--- src/rtl/regfile_pkg.sv ---
// rtl/regfile_pkg.sv - shared widths and types for the register file writeback path
package regfile_pkg;

  localparam int XLEN       = 32;
  localparam int REG_ADDR_W = 5;
  localparam int NUM_REGS   = 32;

  typedef struct packed {
    logic [REG_ADDR_W-1:0] rd;
    logic [XLEN-1:0]       data;
  } wb_entry_t;

  typedef enum logic {
    SRC_ALU = 1'b0,
    SRC_LD  = 1'b1
  } src_t;

endpackage

--- src/rtl/wb_fifo.sv ---
// rtl/wb_fifo.sv - small per-source writeback FIFO exposing per-entry destination registers
module wb_fifo #(
  parameter int DEPTH = 2,
  parameter int AW    = 5,
  parameter int DW    = 32
) (
  input  logic                      clk,
  input  logic                      rst_n,
  input  logic                      i_push,
  input  logic [AW-1:0]             i_rd,
  input  logic [DW-1:0]             i_data,
  input  logic                      i_pop,
  output logic                      o_full,
  output logic                      o_empty,
  output logic [AW-1:0]             o_head_rd,
  output logic [DW-1:0]             o_head_data,
  output logic [DEPTH-1:0]          o_valid,
  output logic [DEPTH-1:0][AW-1:0]  o_rd_vec
);

  localparam int PW = $clog2(DEPTH);

  // Pointers carry one extra wrap bit so full and empty are distinguishable.
  logic [PW:0]                r_wptr;
  logic [PW:0]                r_rptr;
  logic [DEPTH-1:0][AW-1:0]   r_rd;
  logic [DEPTH-1:0][DW-1:0]   r_data;
  logic [PW:0]                w_count;
  logic                       w_do_push;
  logic                       w_do_pop;

  assign o_full      = (r_wptr[PW] != r_rptr[PW]) && (r_wptr[PW-1:0] == r_rptr[PW-1:0]);
  assign o_empty     = (r_wptr == r_rptr);
  assign w_do_push   = i_push && !o_full;
  assign w_do_pop    = i_pop && !o_empty;
  assign w_count     = r_wptr - r_rptr;
  assign o_head_rd   = r_rd[r_rptr[PW-1:0]];
  assign o_head_data = r_data[r_rptr[PW-1:0]];
  assign o_rd_vec    = r_rd;

  // Pointer update; a push and a pop in the same cycle both take effect.
  always_ff @(posedge clk or negedge rst_n) begin
    if (!rst_n) begin
      r_wptr <= '0;
      r_rptr <= '0;
    end else begin
      if (w_do_push) r_wptr <= r_wptr + 1'b1;
      if (w_do_pop)  r_rptr <= r_rptr + 1'b1;
    end
  end

  // Entry storage; contents are qualified by the pointers so they need no reset.
  always_ff @(posedge clk) begin
    if (w_do_push) begin
      r_rd[r_wptr[PW-1:0]]   <= i_rd;
      r_data[r_wptr[PW-1:0]] <= i_data;
    end
  end

  // A slot is live when its distance from the read pointer is below the occupancy.
  always_comb begin
    o_valid = '0;
    for (int i = 0; i < DEPTH; i++) begin
      o_valid[i] = ({1'b0, PW'(i) - r_rptr[PW-1:0]} < w_count);
    end
  end

endmodule

--- src/rtl/regfile_writeback_arbiter.sv ---
// rtl/regfile_writeback_arbiter.sv - round-robin merge of ALU and load results onto the register file write port
module regfile_writeback_arbiter #(
  parameter int XLEN       = regfile_pkg::XLEN,
  parameter int REG_ADDR_W = regfile_pkg::REG_ADDR_W,
  parameter int DEPTH      = 2
) (
  input  logic                  clk,
  input  logic                  rst_n,
  input  logic                  AluValid,
  input  logic [REG_ADDR_W-1:0] AluRd,
  input  logic [XLEN-1:0]       AluData,
  output logic                  AluReady,
  input  logic                  LdValid,
  input  logic [REG_ADDR_W-1:0] LdRd,
  input  logic [XLEN-1:0]       LdData,
  output logic                  LdReady,
  output logic [REG_ADDR_W-1:0] WritePort,
  output logic [XLEN-1:0]       WriteData,
  output logic                  WriteEnable,
  input  logic [REG_ADDR_W-1:0] QueryA,
  input  logic [REG_ADDR_W-1:0] QueryB,
  output logic                  PendingA,
  output logic                  PendingB
);

  import regfile_pkg::*;

  logic                             w_alu_full;
  logic                             w_alu_empty;
  logic [REG_ADDR_W-1:0]            w_alu_head_rd;
  logic [XLEN-1:0]                  w_alu_head_data;
  logic [DEPTH-1:0]                 w_alu_valid;
  logic [DEPTH-1:0][REG_ADDR_W-1:0] w_alu_rd_vec;

  logic                             w_ld_full;
  logic                             w_ld_empty;
  logic [REG_ADDR_W-1:0]            w_ld_head_rd;
  logic [XLEN-1:0]                  w_ld_head_data;
  logic [DEPTH-1:0]                 w_ld_valid;
  logic [DEPTH-1:0][REG_ADDR_W-1:0] w_ld_rd_vec;

  logic                             w_grant_alu;
  logic                             w_grant_ld;
  logic [REG_ADDR_W-1:0]            w_sel_rd;
  logic [XLEN-1:0]                  w_sel_data;

  logic [REG_ADDR_W-1:0]            r_port;
  logic [XLEN-1:0]                  r_data;
  logic                             r_we;
  src_t                             r_last_grant;

  // Ready depends only on registered occupancy, never on a same-cycle pop.
  assign AluReady = !w_alu_full;
  assign LdReady  = !w_ld_full;

  wb_fifo #(.DEPTH(DEPTH), .AW(REG_ADDR_W), .DW(XLEN)) u_alu_fifo (
    .clk         (clk),
    .rst_n       (rst_n),
    .i_push      (AluValid),
    .i_rd        (AluRd),
    .i_data      (AluData),
    .i_pop       (w_grant_alu),
    .o_full      (w_alu_full),
    .o_empty     (w_alu_empty),
    .o_head_rd   (w_alu_head_rd),
    .o_head_data (w_alu_head_data),
    .o_valid     (w_alu_valid),
    .o_rd_vec    (w_alu_rd_vec)
  );

  wb_fifo #(.DEPTH(DEPTH), .AW(REG_ADDR_W), .DW(XLEN)) u_ld_fifo (
    .clk         (clk),
    .rst_n       (rst_n),
    .i_push      (LdValid),
    .i_rd        (LdRd),
    .i_data      (LdData),
    .i_pop       (w_grant_ld),
    .o_full      (w_ld_full),
    .o_empty     (w_ld_empty),
    .o_head_rd   (w_ld_head_rd),
    .o_head_data (w_ld_head_data),
    .o_valid     (w_ld_valid),
    .o_rd_vec    (w_ld_rd_vec)
  );

  // Round-robin grant: a lone requester always wins, on a tie the source not granted last wins.
  always_comb begin
    w_grant_alu = 1'b0;
    w_grant_ld  = 1'b0;
    if (!w_alu_empty && !w_ld_empty) begin
      if (r_last_grant == SRC_LD) w_grant_alu = 1'b1;
      else                        w_grant_ld  = 1'b1;
    end else if (!w_alu_empty) begin
      w_grant_alu = 1'b1;
    end else if (!w_ld_empty) begin
      w_grant_ld = 1'b1;
    end
    w_sel_rd   = w_grant_alu ? w_alu_head_rd   : w_ld_head_rd;
    w_sel_data = w_grant_alu ? w_alu_head_data : w_ld_head_data;
  end

  // Output registers; rd==0 entries are consumed and count as a grant but never write.
  always_ff @(posedge clk or negedge rst_n) begin
    if (!rst_n) begin
      r_port       <= '0;
      r_data       <= '0;
      r_we         <= 1'b0;
      r_last_grant <= SRC_LD;
    end else if (w_grant_alu || w_grant_ld) begin
      r_port       <= w_sel_rd;
      r_data       <= w_sel_data;
      r_we         <= (w_sel_rd != '0);
      r_last_grant <= w_grant_alu ? SRC_ALU : SRC_LD;
    end else begin
      r_we <= 1'b0;
    end
  end

  assign WritePort   = r_port;
  assign WriteData   = r_data;
  assign WriteEnable = r_we;

  // A register is pending if any queued entry or the in-flight write targets it; x0 never is.
  function automatic logic f_pending(input logic [REG_ADDR_W-1:0] q);
    logic hit;
    hit = r_we && (r_port == q);
    for (int i = 0; i < DEPTH; i++) begin
      if (w_alu_valid[i] && (w_alu_rd_vec[i] == q)) hit = 1'b1;
      if (w_ld_valid[i]  && (w_ld_rd_vec[i]  == q)) hit = 1'b1;
    end
    return (q != '0) && hit;
  endfunction

  // Hazard flags for decode, purely from registered state and the query addresses.
  always_comb begin
    PendingA = f_pending(QueryA);
    PendingB = f_pending(QueryB);
  end

endmodule

--- config.mk ---
export PLATFORM = sky130hd
export DESIGN_NAME = regfile_writeback_arbiter
export DESIGN_NICKNAME = d
export VERILOG_FILES = /design/src/rtl/regfile_pkg.sv /design/src/rtl/wb_fifo.sv /design/src/rtl/regfile_writeback_arbiter.sv
export SDC_FILE = /design/constraint.sdc
export NUM_CORES = 1
export LEC_CHECK = 0
export ABC_AREA = 1
export CORE_ASPECT_RATIO = 1.75
export CORE_MARGIN = 2
export CORE_UTILIZATION = 55
export DETAILED_ROUTE_END_ITERATION = 8
export PLACE_DENSITY = 0.81
export SETUP_SLACK_MARGIN = 0.1
export SYNTH_ARGS = -nofsm -noshare
export SYNTH_HDL_FRONTEND = slang
export SYNTH_SLANG_ARGS = --single-unit
export TNS_END_PERCENT = 10
--- constraint.sdc ---
create_clock -name clk -period 8.8 [get_ports clk]
set_clock_uncertainty 0.05 [all_clocks]
set_input_delay 1.32 -clock clk [delete_from_list [all_inputs] [get_ports clk]]
set_output_delay 1.32 -clock clk [all_outputs]
set_load 0.02 [all_outputs]
* After elaboration in Yosys (flattened, before gate mapping) *
Cells that the tools add are included.

operators by class
  $add $sub $neg = 10
  magnitude comparators = 10
  eq/ne operators = 16
  muxes and demuxes = 39
  reductions and logical operators = 29

operators with widths
  operator               count
  $mux W32               7
  $bwmux W64             2
  $demux W32 S1          2
  $eq A5 B5 Y1           10
  $mux W5                7
  $logic_and A1 B1 Y1    21
  $bwmux W10             2
  $mux W1                17
  $reduce_bool A5 Y1     3
  $demux W5 S1           2
  $add A2 B1 Y2 const B  4
  $lt A1 B2 Y1           4
  $lt A1 B2 Y1 const B   4
  $eq A2 B2 Y1           2
  $logic_not A1 Y1       4
  $sub A1 B1 Y1 const A  4
  $sub A2 B2 Y2          2
  $eq A1 B1 Y1           2
  $ge A1 B1 Y1 const B   2
  $ne A1 B1 Y1           2
  $logic_or A1 B1 Y1     1

word-level totals
  flip-flop bits (word level) = 195
  output and inout bits = 42
  logic and storage cells = 120

* Longest topological paths before layout *
Gate-level depths: netlist of the first run.

  depth after elaboration = 8
  gate-level depth with buffers = 15

* By module *
A second synthesis of the first run with hierarchy kept.

unflattened totals
  cells, all modules = 907
  area total of the unflattened synthesis = 8655.8 um^2

by module, submodules not included
  module                     instances  cells an instance  area each (um^2)
  wb_fifo (u_ld_fifo)        1          237                2994.1
  wb_fifo (u_alu_fifo)       1          237                2989.1
  regfile_writeback_arbiter  1          433                2672.6

* Least setup slack after synthesis of the first run *
No wires, ideal clock.

  path type = input port to output port
  from = in QueryA[3]
  to = out PendingA
  arrival time = 2.355 ns
  slack = 5.075 ns
  stages = 7
  path buffers = 1
  cell sequence = clkbuf_1 > or2_2 > a21oi_1 > nand3_1 > nand3_1 > nor2_1 > nor2_1

between the ends
  cells in the longest elaborated chain, start to end = 7
  elaborated cells between the ends (all ways) = 16
  classes of those cells = 5 x eq/ne; 4 x mux; 7 x reduce/logical

RTL lines
  item                                           line                                                                text
  start: declaration                             regfile_writeback_arbiter.sv:20                                     input logic [REG_ADDR_W-1:0] QueryA,
  $eq A5 B5 Y1, on equally long branches         regfile_writeback_arbiter.sv:126, regfile_writeback_arbiter.sv:128
  $logic_and A1 B1 Y1, on equally long branches  regfile_writeback_arbiter.sv:126, regfile_writeback_arbiter.sv:128
  $mux W1                                        regfile_writeback_arbiter.sv:128                                    if (w_alu_valid[i] && (w_alu_rd_vec[i] == q)) hit = 1'b1;
  $mux W1                                        regfile_writeback_arbiter.sv:129                                    if (w_ld_valid[i] && (w_ld_rd_vec[i] == q)) hit = 1'b1;
  $mux W1                                        regfile_writeback_arbiter.sv:128
  $mux W1                                        regfile_writeback_arbiter.sv:129
  $logic_and A1 B1 Y1 (*)                        regfile_writeback_arbiter.sv:131                                    return (q != '0) && hit;
  end: declaration                               regfile_writeback_arbiter.sv:22                                     output logic PendingA,

Mark *: on every way between the ends. The rest lies on a longest branch, timed or not.

* Final worst setup path of the first run *
  from = in QueryA[1]
  to = out PendingA

Same word-level chain as after synthesis.

==> results.ini, run 1 <==
[clocking]
clk_latency_ns = 0.43
cts_buffers = 17
cts_resized = 0
clk_pin_slew_ns = 0.08
cts_setup_buffers = 0
cts_hold_buf = 0
clock_path_buffers = 2
h-tree-depth = 4
cts_root_buf = clkbuf_16
cts_tree = done
cts.sinks = 195

[power_and_ir_drop]
p_leak_nw = 3.97
vdd_ir_drop_max_v = 0.000271
finalPower_mw = 4.29
p_per_area_nw_per_um2 = 420

[worst_setup_path]
worstPathRequired_ns = 7.43
start_kind = input pin
crit_chain = clkdlybuf4s50_1 -> inv_1 -> nand2_1 -> o21ai_0 -> a21oi_1 -> nand4_1 -> nand3_1 -> nor2_1 -> nor2_1 -> clkdlybuf4s50_1
worst-path-buf-inv = 3
slowest_stage = clkdlybuf4s50_1
crit_family = buffers and inverters
critical_path_arrival_ns = 3.37
crit_type = in2out
cpPeakStageDelay_ns = 0.69
worst_setup_path_end_kind = output port
crit_fanout = 8

[cells_and_area]
finalNetCount = 912
layout_commonest_cell = edfxtp_1
fin_cells = 1014
diodes = 0
most-common-layout-cells = 148 x edfxtp_1, 128 x clkdlybuf4s50_1, 123 x nand2_1
drive_gt1_frac = 0.0650
syn2layout_area_growth_pct = 24.7

[global_route]
grt.total_usage = 0.284
grt_pass1_vias = 6077
grt_pass1_wl_mm = 32.7
grt_max_degree = 66
grt_antenna_before_repair = 0
grt_overflow = 0

[placement]
numPortBuffers = 129
routabilityCongestion = 1.02
dp_hpwl_mm = 14.6
post-place-cells = 982

[logic_synthesis]
yosys_warnings = 0
postSynthCellCount = 695
synth_area_sq_um = 8190
syn_nets = 789
ys_seq_area_frac = 0.686
synth.avg_cell_area_sq_um = 11.8
postSynthRegisterBits = 195
ys_types = 30

[floorplanning]
core_region_area_sq_um = 14700
placementRows = 59
start_util = 0.558
fp.dieW_microns = 96.2
ios = 130
die_area_sq_um = 15900
die_h_microns = 165

[sta]
finalCritPeriodShare = 0.539
tightest_slew_ns = 1.17
slew_headroom = 0.218
rsz0062_at_grt = false
fin_setup_tns_ns = 0
holdWs_ns = 0.437
setup_viol = 0
max_freq_ghz = 0.211
hold_viol_final = 0
maxSlewViolCount = 0
min_period_ns = 4.74

[route]
drtIter0Drc = 438
ant_nets = 0
first_pass_iters = 5
wl_per_cell_microns = 21.7
via_per_inst = 5.85
drc = 0
vias = 5931
wl_mm = 22.0

[hold_path]
min_path_type = reg2reg

[status]
status = finished clean

[flow_run]
cap_violations = 0

## final timing paths
check	slack [ns]	start	cells after the start	end
setup / recovery	4.06	QueryA[1]	10	PendingA
setup reg to reg	4.90	u_ld_fifo.r_rptr[0]	10	WriteData[10]
min in group asynchronous	0.97	rst_n	2	WriteData[18]
max in group asynchronous	7.21	rst_n	2	u_ld_fifo.r_rptr[0]
hold reg to reg	0.44	WriteData[20]	2	WriteData[20]
hold / removal	0.44	WriteData[20]	2	WriteData[20]
## worst register-to-register path, cell delays in order, from the launching register on
cell and delay, ns:
dfrtp_2 0.72, buf_4 0.44, inv_1 0.29, ha_1 0.39, nand3_2 0.15, nand2_4 0.13, nand2_4 0.38, inv_2 0.38
nand2_2 0.42, o21ai_0 0.35, o21ai_1 0.09
## power by group
| group | switching, mW | total, mW | internal [mW] | leakage (nW) |
|---|---|---|---|---|
| clock network | 0.388 | 0.776 | 0.388 | 0.295 |
| logic | 1.29 | 1.94 | 0.647 | 1.76 |
| registers | 0.200 | 1.57 | 1.37 | 1.91 |
## cells in the mapped netlist
master | instances | area, sq um
nand2_1 | 123 | 462
clkbuf_1 | 14 | 52.6
o21ai_0 | 52 | 260
xnor2_1 | 2 | 17.5
nand3_1 | 44 | 220
inv_2 | 1 | 3.75
or2_2 | 1 | 6.26
inv_1 | 46 | 173
ha_1 | 6 | 75.1
nor3_1 | 19 | 95.1
dfrtp_1 | 46 | 1150
edfxtp_1 | 148 | 4440
nand4_1 | 2 | 12.5
mux2i_1 | 23 | 230
xor2_1 | 13 | 114
inv_4 | 1 | 6.26
dfstp_2 | 1 | 26.3
buf_6 | 6 | 67.6
nand2_4 | 4 | 45.0
nand3_2 | 1 | 10.0
clkinv_1 | 1 | 3.75
a21oi_1 | 16 | 80.1
o21ai_1 | 29 | 145
xnor2_2 | 1 | 16.3
buf_2 | 10 | 50.1
o31ai_1 | 12 | 90.1
o22ai_1 | 21 | 131
nand2_2 | 1 | 6.26
buf_4 | 1 | 7.51
nor2_1 | 50 | 188
## stage by stage
stage	area (sq um)	utilization	setup slack (ns)
after global placement	9600	0.654	3.98
final	10200	0.695	4.06
after global routing	10200	0.695	3.79
after CTS	10200	0.695	4.02
after floorplan	8190	-	5.07
after detailed placement	9600	0.654	4.03
## registers in the layout (all words and copies together) (netlist names), 2 cells and up
| signal | flops |
|---|---|
| u_alu_fifo.r_rptr | 2 |
| u_ld_fifo.r_data | 64 |
| WriteData | 32 |
| u_ld_fifo.r_rptr | 2 |
| u_ld_fifo.r_wptr | 2 |
| u_alu_fifo.o_rd_vec | 10 |
| u_alu_fifo.r_wptr | 2 |
| WritePort | 5 |
| u_ld_fifo.o_rd_vec | 10 |
| u_alu_fifo.r_data | 64 |
## layer usage
layer / up-vias / global-route usage / part of all wire
met4: 0 / 0.147 / 0.043
met2: 301 / 0.501 / 0.55
met1: 2888 / 0.327 / 0.35
met5: - / 0 / 0
met3: 55 / 0.0449 / 0.061
li1: 2687 / - / -
## cell type report
cell class	instances	area [sq um]
well taps	183	229
fillers	1056	4480
repair buffers	135	1330
multi-input cells	420	2230
flip-flops and latches	195	5620
clock inverters	15	183
clock buffers	17	425
inverters	49	186
## cell families (layout without fill, tap and decap cells)
| kind of cell | after synthesis | count (layout) | synth area share |
|---|---|---|---|
| AND/OR/NAND/NOR | 245 | 245 | 0.128 |
| adder cells (fa/ha/maj) | 6 | 6 | 0.00917 |
| buffers and inverters | 80 | 216 | 0.0445 |
| flip-flops | 195 | 195 | 0.686 |
| XOR/XNOR | 16 | 16 | 0.0180 |
| multiplexers | 23 | 23 | 0.0281 |
| AO/OA/AOI/OAI | 130 | 130 | 0.0863 |
(Power assumes the default switching activity.)
==> inputs of run 2 (changes only) <==
--- a/config.mk
+++ b/config.mk
@@ -8,9 +8,9 @@
 export ABC_AREA = 1
 export CORE_ASPECT_RATIO = 1.75
 export CORE_MARGIN = 2
-export CORE_UTILIZATION = 55
+export CORE_UTILIZATION = 48
 export DETAILED_ROUTE_END_ITERATION = 8
-export PLACE_DENSITY = 0.81
+export PLACE_DENSITY = 0.74
 export SETUP_SLACK_MARGIN = 0.1
 export SYNTH_ARGS = -nofsm -noshare
 export SYNTH_HDL_FRONTEND = slang
==> constraint.sdc (replaced) <==
create_clock -name clk -period 4.3 [get_ports clk]
set_clock_uncertainty 0.05 [all_clocks]
set_input_delay 0.645 -clock clk [delete_from_list [all_inputs] [get_ports clk]]
set_output_delay 0.645 -clock clk [all_outputs]
set_load 0.02 [all_outputs]
==> results.ini, run 2 (synthesis results as in run 1) <==
[sta]
slew_headroom = 0.483
hold_viol_final = 0
min_period_ns = 3.62
maxSlewViolCount = 0
max_freq_ghz = 0.276
finalCritPeriodShare = 0.842
setup_viol = 0
rsz0062_at_grt = false
tightest_slew_ns = 0.775
fin_setup_tns_ns = 0

[route]
drtIter0Drc = 321
first_pass_iters = 4
ant_nets = 0
vias = 5707
wl_mm = 20.8
wl_per_cell_microns = 19.7
via_per_inst = 5.38
drc = 0

[status]
status = finished clean

[worst_setup_path]
critical_path_arrival_ns = 2.92
worstPathRequired_ns = 3.61
r2r_cells = 9
crit_fanout = 11
start_kind = register
crit_type = reg2out
worst_setup_path_end_kind = output port

[power_and_ir_drop]
finalPower_mw = 8.71
power.net_switching_mw = 3.67
comb_power_share = 0.452
vdd_ir_drop_max_v = 0.000450
clkPwrFrac = 0.187
pwr-share-seq = 0.361
p_leak_nw = 3.99
internal_power_mw = 5.04
p_per_area_nw_per_um2 = 845
p_sw_frac = 0.422

[clocking]
clk_pin_slew_ns = 0.07
cts.sinks = 195
cts_resized = 0
cts_hold_buf = 0
clock_path_buffers = 2
cts_setup_buffers = 0
cts_tree = done
cts_root_buf = clkbuf_16
h-tree-depth = 4
cts_buffers = 17
clk_latency_ns = 0.44

[cells_and_area]
fill_cells = 1372
diodes = 0
drive_gt1_frac = 0.0684
layout_commonest_cell = edfxtp_1
syn2layout_area_growth_pct = 25.8
finalNetCount = 914
most-common-layout-cells = 148 x edfxtp_1, 128 x clkdlybuf4s50_1, 123 x nand2_1

[global_route]
grt_pass1_wl_mm = 32.0
grt_overflow = 0
grt_pass1_vias = 5926
grt_max_degree = 66
grt_antenna_before_repair = 0
grt.total_usage = 0.242

[flow_run]
cap_violations = 0

[floorplanning]
die_area_sq_um = 18200
placementRows = 63
fp.dieW_microns = 103
die_h_microns = 177
core_region_area_sq_um = 16900
ios = 130
start_util = 0.486

[placement]
dp_hpwl_mm = 14.2
routabilityCongestion = 0.960
numPortBuffers = 129

[hold_path]
min_path_type = in2async

## run 2: per-layer routing
metal | track usage | routed length, microns
met1 | 0.272 | 7690
met2 | 0.422 | 11200
met3 | 0.0462 | 980
met4 | 0.135 | 927
met5 | 0 | 0
## run 2: worst paths after layout
path                                           from                  end  slack [ns]
worst max-delay path            u_ld_fifo.r_rptr[0]             PendingA        0.68
worst min-delay path                          rst_n        WriteData[17]        0.27
worst max register to register  u_ld_fifo.r_rptr[0]        WriteData[17]        1.06
worst min register to register         WriteData[4]         WriteData[4]        0.43
max in group asynchronous                     rst_n  u_ld_fifo.r_rptr[0]        3.46
min in group clk                       WriteData[4]         WriteData[4]        0.43
## run 2: layout make-up
type / instances / area, sq um / share of cell area
Sequential cell: 195 / 5620 / 0.546
Multi-Input combinational cell: 420 / 2230 / 0.217
Timing Repair Buffer: 137 / 1350 / 0.131
Clock buffer: 19 / 475 / 0.0462
Tap cell: 227 / 284 / 0.0276
Inverter: 49 / 186 / 0.0181
Clock inverter: 13 / 153 / 0.0148
## run 2: stage by stage
stage | util | worst slack [ns] | hold slack [ns] | std cells | cell area, sq um
after floorplan | - | 0.715 | 0.299 | 695 | 8190
after global placement | 0.574 | 0.673 | 0.417 | 1028 | 9670
after detailed placement | 0.574 | 0.740 | 0.419 | 1028 | 9670
after CTS | 0.611 | 0.626 | 0.303 | 1060 | 10300
after global routing | 0.611 | 0.553 | 0.328 | 1060 | 10300
final | 0.611 | 0.681 | 0.274 | 1060 | 10300
## run 2: power groups by stage
| stage | clock network [mW] | logic, mW | registers (mW) |
|---|---|---|---|
| finish | 1.63 | 3.93 | 3.15 |
| global route | 1.73 | 4.40 | 3.20 |
| CTS | 1.65 | 3.99 | 3.14 |
| detailed placement | 0 | 3.97 | 3.18 |
| global placement | 0 | 3.90 | 3.17 |
| floorplan | 0 | 2.55 | 3.30 |
## run 2: critical path, stage by stage, from the launching register on
cell             delay, ns
dfrtp_2               0.52
inv_1                 0.35
ha_1                  0.22
nor2_1                0.07
nor3_1                0.37
nand3_1               0.14
nand2_1               0.09
nor2_1                0.04
nor2_1                0.07
clkdlybuf4s50_1       0.60
